File: config.mk
export PLATFORM = sky130hd
export DESIGN_NAME = seq_div
export DESIGN_NICKNAME = d
export VERILOG_FILES = /design/src/rtl/div_pkg.sv /design/src/rtl/seq_div.sv
export SDC_FILE = /design/constraint.sdc
export NUM_CORES = 1
export LEC_CHECK = 0
export ABC_AREA = 1
export BUFFER_PORTS_ARGS = -buffer_cell sky130_fd_sc_hd__buf_2
export CORE_MARGIN = 2
export CORE_UTILIZATION = 40
export CTS_CLUSTER_DIAMETER = 100
export DETAILED_ROUTE_END_ITERATION = 8
export PLACE_DENSITY_LB_ADDON = 0.1
export SLEW_MARGIN = 10
export SYNTH_ARGS = -nofsm -noshare
export SYNTH_HDL_FRONTEND = slang
export SYNTH_SLANG_ARGS = --single-unit
File: constraint.sdc
create_clock -name clk -period 6.4 [get_ports clk]
set_input_delay 1.28 -clock clk [delete_from_list [all_inputs] [get_ports clk]]
set_output_delay 1.28 -clock clk [all_outputs]
set_load 0.05 [all_outputs]
File: src/rtl/div_pkg.sv
// Shared definitions for the sequential 32-bit divider: FSM encoding, step
// count, operation latency and operand magnitude helper.
package div_pkg;

    localparam int DIV_W         = 32;
    localparam int SEQ_DIV_STEPS = 32;
    localparam int SEQ_DIV_LAT   = 33;

    typedef enum logic [1:0] {
        ST_IDLE = 2'd0,
        ST_BUSY = 2'd1,
        ST_DONE = 2'd2
    } div_state_e;

    // Magnitude of a 32-bit operand; only negated when the signed mode applies.
    function automatic logic [31:0] abs_val(input logic [31:0] v, input logic sgn);
        logic [31:0] r;
        if (sgn && v[31]) begin
            r = 32'd0 - v;
        end else begin
            r = v;
        end
        return r;
    endfunction

endpackage

File: src/rtl/seq_div.sv
// Sequential restoring divider, 32 quotient bits MSB first, signed/unsigned.
// Optional SEQ_DIV_ZERO_FAST_EN: zero-divisor operations skip BUSY entirely.
module seq_div
    import div_pkg::*;
(
    input  logic        clk,
    input  logic        reset,
    input  logic        div_signed,
    input  logic        s_axis_dividend_tvalid,
    output logic        s_axis_dividend_tready,
    input  logic [31:0] s_axis_dividend_tdata,
    input  logic        s_axis_divisor_tvalid,
    output logic        s_axis_divisor_tready,
    input  logic [31:0] s_axis_divisor_tdata,
    output logic        m_axis_dout_tvalid,
    output logic [63:0] m_axis_dout_tdata
);

    localparam logic [4:0] LAST_STEP = 5'(SEQ_DIV_STEPS - 1);

    div_state_e  state_q, state_d;
    logic [4:0]  cnt_q, cnt_d;
    logic [31:0] dvd_q, dvd_d;     // shifts dividend bits out, quotient bits in
    logic [31:0] rem_q, rem_d;
    logic [31:0] dvs_q, dvs_d;
    logic [31:0] raw_q, raw_d;
    logic        zero_q, zero_d;
    logic        signed_q, signed_d;
    logic        q_sign_q, q_sign_d;
    logic        r_sign_q, r_sign_d;
    logic        tready_q, tready_d;
    logic        tvalid_q, tvalid_d;
    logic [63:0] dout_q, dout_d;

    logic        hs_s;
    logic [32:0] rem_sh_s;
    logic        ge_s;
    logic [31:0] rem_nx_s;
    logic [31:0] quo_nx_s;
    logic        q_neg_s;
    logic        r_neg_s;
    logic [31:0] q_fix_s;
    logic [31:0] r_fix_s;
    logic [63:0] result_s;

    // One restoring step: shift in the next dividend bit, subtract if it fits.
    always_comb begin
        rem_sh_s = {rem_q, dvd_q[31]};
        ge_s     = (rem_sh_s >= {1'b0, dvs_q});
        if (ge_s) begin
            rem_nx_s = rem_sh_s[31:0] - dvs_q;
        end else begin
            rem_nx_s = rem_sh_s[31:0];
        end
        quo_nx_s = {dvd_q[30:0], ge_s};
    end

    // Sign fix-up of the final step result and the divide-by-zero override.
    always_comb begin
        q_neg_s = signed_q & q_sign_q;
        r_neg_s = signed_q & r_sign_q;
        if (q_neg_s) begin
            q_fix_s = 32'd0 - quo_nx_s;
        end else begin
            q_fix_s = quo_nx_s;
        end
        if (r_neg_s) begin
            r_fix_s = 32'd0 - rem_nx_s;
        end else begin
            r_fix_s = rem_nx_s;
        end
        if (zero_q) begin
            result_s = {32'hFFFF_FFFF, raw_q};
        end else begin
            result_s = {q_fix_s, r_fix_s};
        end
    end

    // Next-state and datapath update for the IDLE/BUSY/DONE controller.
    always_comb begin
        state_d  = state_q;
        cnt_d    = cnt_q;
        dvd_d    = dvd_q;
        rem_d    = rem_q;
        dvs_d    = dvs_q;
        raw_d    = raw_q;
        zero_d   = zero_q;
        signed_d = signed_q;
        q_sign_d = q_sign_q;
        r_sign_d = r_sign_q;
        tvalid_d = 1'b0;
        dout_d   = dout_q;
        hs_s     = s_axis_dividend_tvalid & s_axis_divisor_tvalid;

        case (state_q)
            ST_IDLE: begin
                if (hs_s) begin
                    dvd_d    = abs_val(s_axis_dividend_tdata, div_signed);
                    dvs_d    = abs_val(s_axis_divisor_tdata, div_signed);
                    rem_d    = 32'd0;
                    cnt_d    = 5'd0;
                    raw_d    = s_axis_dividend_tdata;
                    zero_d   = (s_axis_divisor_tdata == 32'd0);
                    signed_d = div_signed;
                    q_sign_d = s_axis_dividend_tdata[31] ^ s_axis_divisor_tdata[31];
                    r_sign_d = s_axis_dividend_tdata[31];
                    state_d  = ST_BUSY;
`ifdef SEQ_DIV_ZERO_FAST_EN
                    if (s_axis_divisor_tdata == 32'd0) begin
                        state_d  = ST_DONE;
                        tvalid_d = 1'b1;
                        dout_d   = {32'hFFFF_FFFF, s_axis_dividend_tdata};
                    end else begin
                        state_d  = ST_BUSY;
                    end
`endif
                end else begin
                    state_d = ST_IDLE;
                end
            end
            ST_BUSY: begin
                rem_d = rem_nx_s;
                dvd_d = quo_nx_s;
                cnt_d = cnt_q + 5'd1;
                if (cnt_q == LAST_STEP) begin
                    state_d  = ST_DONE;
                    tvalid_d = 1'b1;
                    dout_d   = result_s;
                end else begin
                    state_d  = ST_BUSY;
                end
            end
            ST_DONE: begin
                state_d = ST_IDLE;
            end
            default: begin
                state_d = ST_IDLE;
            end
        endcase

        tready_d = (state_d == ST_IDLE);
    end

    // State and datapath registers; reset aborts any operation in flight.
    always_ff @(posedge clk or posedge reset) begin
        if (reset) begin
            state_q  <= ST_IDLE;
            cnt_q    <= 5'd0;
            dvd_q    <= 32'd0;
            rem_q    <= 32'd0;
            dvs_q    <= 32'd0;
            raw_q    <= 32'd0;
            zero_q   <= 1'b0;
            signed_q <= 1'b0;
            q_sign_q <= 1'b0;
            r_sign_q <= 1'b0;
            tready_q <= 1'b1;
            tvalid_q <= 1'b0;
            dout_q   <= 64'd0;
        end else begin
            state_q  <= state_d;
            cnt_q    <= cnt_d;
            dvd_q    <= dvd_d;
            rem_q    <= rem_d;
            dvs_q    <= dvs_d;
            raw_q    <= raw_d;
            zero_q   <= zero_d;
            signed_q <= signed_d;
            q_sign_q <= q_sign_d;
            r_sign_q <= r_sign_d;
            tready_q <= tready_d;
            tvalid_q <= tvalid_d;
            dout_q   <= dout_d;
        end
    end

    assign s_axis_dividend_tready = tready_q;
    assign s_axis_divisor_tready  = tready_q;
    assign m_axis_dout_tvalid     = tvalid_q;
    assign m_axis_dout_tdata      = dout_q;

endmodule

==> impl_metrics.env <==
export IMPL_holdBufCountCts=0
export IMPL_worstPathRequired_ns=6.89
export IMPL_fin_nets=2335
export IMPL_synth_seq_cells=203
export IMPL_max_slew_margin_pct=33.4
export IMPL_ys_types=58
export IMPL_ys_flop_type="dfrtp_1"
export IMPL_die_area_mm2=0.0373
export IMPL_rrSetupSlack_ns=1.53
export IMPL_clock_sinks=203
export IMPL_rsz0062_at_grt="no"
export IMPL_cp_arrival_ns=5.36
export IMPL_drc=0
export IMPL_grt_pass1_vias=13400
export IMPL_hold_class="flop to flop"
export IMPL_grt_pass1_wl_um=78700
export IMPL_cpPeakStageDelay_ns=0.44
export IMPL_ys_warnings_count=0
export IMPL_crit_type="flop to flop"
export IMPL_drt_initial_drc_count=1112
export IMPL_finalHoldViolCount=0
export IMPL_timing_fmax_ghz=0.205
export IMPL_numCtsBuffers=26
export IMPL_synthesis_area_mm2=0.0143
export IMPL_htree_levels=1
export IMPL_critPathLaunchType="flop"
export IMPL_grt_max_degree=162
export IMPL_num_rows=69
export IMPL_syn_inst=2123
export IMPL_synth_edf_count=0
export IMPL_seq_area_frac_synth_pct=35.5
export IMPL_finClkSkew_ns=0.0104
export IMPL_cts_reportedPaths_clkPinSlew_ns=0.06
export IMPL_dp_hpwl_um=38400
export IMPL_vias=14100
export IMPL_area_growth_pct=13.4
export IMPL_dieWidth_um=193
export IMPL_fill_cells=3795
export IMPL_viasPerCell=5.19
export IMPL_layout_drive_gt1_share_pct=11.4
export IMPL_firstDrtPassIters=5
export IMPL_core_mm2=0.0354
export IMPL_cp_endpoint="m_axis_dout_tdata[60]$_DFFE_PP0P_"
export IMPL_outcome="completed"
export IMPL_cts_tree="yes"
export IMPL_grt_total_usage_pct=27.7
export IMPL_port_buffer_count=135
export IMPL_cts_root_buf="clkbuf_16"
export IMPL_cts_resized_gates=0
export IMPL_avgSynthCellArea_um2=6.74
export IMPL_ys_async_sr_fraction_pct=100
export IMPL_synth_nets=2231
export IMPL_post_drt_wl_per_cell_um=18.7
export IMPL_min_from="m_axis_dout_tdata[29]$_DFFE_PP0P_"
export IMPL_timing_rr_start="rem_q[7]$_DFFE_PP0P_"
export IMPL_overflow=0
export IMPL_post_cts_repair_setup_buffers=0
export IMPL_clk_latency_ns=0.56
export IMPL_crit_fanout=46
export IMPL_maxSlewViolCount=0
export IMPL_fin_tns_setup_ns=0
export IMPL_ant_nets=0
export IMPL_setup_viol=0
export IMPL_crit_path_start="rem_q[7]$_DFFE_PP0P_"
export IMPL_start_util_pct=40.4
export IMPL_period_share_pct=76.1
export IMPL_ios=136
export IMPL_cts_buffer_depth=3
export IMPL_crit_top_cell="nand2_1"
export IMPL_antenna_found_initial=1
export IMPL_place_gp_congestion=0.931
export IMPL_drt_wl_total_um=50800
export IMPL_rr_worst_depth=28
export IMPL_die_h_um=193
export IMPL_end_kind="flop"
export IMPL_rr_endpoint="m_axis_dout_tdata[60]$_DFFE_PP0P_"
export IMPL_maxCapViolCount=0
export IMPL_worstMarginPinSlew_ns=0.999
export IMPL_fin_crit_ns=4.87
export IMPL_cpMaxStageDelayCell="dfrtp_1"
-- registers in the layout, indices dropped and copies added, names as in the netlist, 2 cells and up --
name,count
dvs_q,32
raw_q,32
dvd_q,32
m_axis_dout_tdata,64
state_q,2
cnt_q,5
rem_q,32
-- how the worst min path moves through the flow --
stage / cells after the start / slack (ns) / to
final: 2 / 0.47 / m_axis_dout_tdata[29]$_DFFE_PP0P_
after global routing: 2 / 0.50 / m_axis_dout_tdata[29]$_DFFE_PP0P_
after CTS: 2 / 0.48 / m_axis_dout_tdata[13]$_DFFE_PP0P_
after detailed placement: 2 / 0.46 / m_axis_dout_tdata[5]$_DFFE_PP0P_
after global placement: 1 / 0.46 / cnt_q[3]$_DFFE_PP0P_
after floorplan: 1 / 0.44 / cnt_q[3]$_DFFE_PP0P_
-- worst max-delay path: cells and delay by family, from the launching register on --
| family | cells | cell delay (ns) |
|---|---|---|
| xor gates and xnor gates | 1 | 0.17 |
| and+or+nand+nor | 17 | 2.60 |
| AOI/OAI and AO/OA | 2 | 0.26 |
| buffers and inverters | 6 | 0.67 |
| adders and majority gates | 2 | 0.62 |
| DFF | 1 | 0.44 |
-- area by class of cell --
cell class                 count  area, um^2  area share (%)
multi-input combinational   1526        7710            47.5
sequential                   203        5080            31.3
inverter                     321        1210            7.45
timing repair buffer         149         793            4.89
clock buffer                  38         746            4.60
tap                          461         577            3.56
clock inverter                 8         104           0.640
antenna                        2        5.00          0.0309
-- logic make-up after synthesis --
kind of cell               after synthesis  share of synthesized area, %
buffers and inverters                  394                          10.7
adders and majority gates               39                          3.46
xor gates and xnor gates                74                          4.53
DFF                                    203                          35.5
AOI/OAI and AO/OA                      338                          14.0
and+or+nand+nor                       1075                          31.9
-- metrics by stage --
stage,cell area (um^2),setup slack (ns),cells,hold WS [ns],utilization (%)
after floorplan,14300,2.49,2123,0.440,-
after global placement,15400,1.71,2660,0.459,43.4
after detailed placement,15400,1.61,2660,0.461,43.4
after CTS,16200,1.55,2706,0.483,45.8
after global routing,16200,0.973,2707,0.498,45.8
final,16200,1.53,2708,0.475,45.8
-- cell usage after synthesis, types with 4 or more instances --
cell      instances  share of area, %
a21oi_1          91               3.2
o21ai_1          21              0.73
inv_1           311               8.2
nor2_1          172               4.5
nand3_1         133               4.7
o21ai_0         121               4.2
nand2_2          20              0.87
dfrtp_1         202                35
nor3_1           27              0.94
and2_1            7              0.31
o22ai_1          28               1.2
o221ai_1         23               1.4
nand4_1          15              0.66
o31ai_1           5              0.26
buf_4             4              0.21
nand2_4           4              0.31
clkbuf_1         51               1.3
xnor2_1          12              0.73
buf_1            12              0.31
xor2_1           62               3.8
inv_2             8              0.21
nor2_2           13              0.57
ha_1             38               3.3
o32a_1            4              0.28
o22a_1           13              0.80
nand3b_1          4              0.21
or2_2             6              0.26
o211ai_1          6              0.31
o21bai_1          4              0.21
nand2_1         661                17
-- routing by layer --
| layer | GRT usage [%] | wire length [um] | part of all wire [%] | vias to the layer above |
|---|---|---|---|---|
| li1 | - | - | - | 6981 |
| met1 | 40.3 | 24000 | 47 | 6623 |
| met2 | 42.8 | 22300 | 44 | 399 |
| met3 | 4.56 | 3350 | 6.6 | 59 |
| met4 | 6.88 | 1120 | 2.2 | 0 |
| met5 | 0 | 0 | 0 | - |
-- layout by cell type, fill, tap and decap left out, drive strengths merged, types with 7 or more instances in the layout --
cell type	Yosys	layout
nand3	138	138
ha	38	38
o22a	13	13
xor2	62	62
o22ai	28	28
clkinv	2	7
buf	22	149
o221ai	23	23
nand2	686	686
nand4	15	15
inv	319	318
clkbuf	51	38
a21oi	91	91
xnor2	12	12
nor3	28	28
nor2	188	188
o21ai	144	144
dfrtp	202	202
and2	7	7
Power is not shown: default switching activity piles up to over one toggle a cycle in this logic, so the estimate is an artifact.
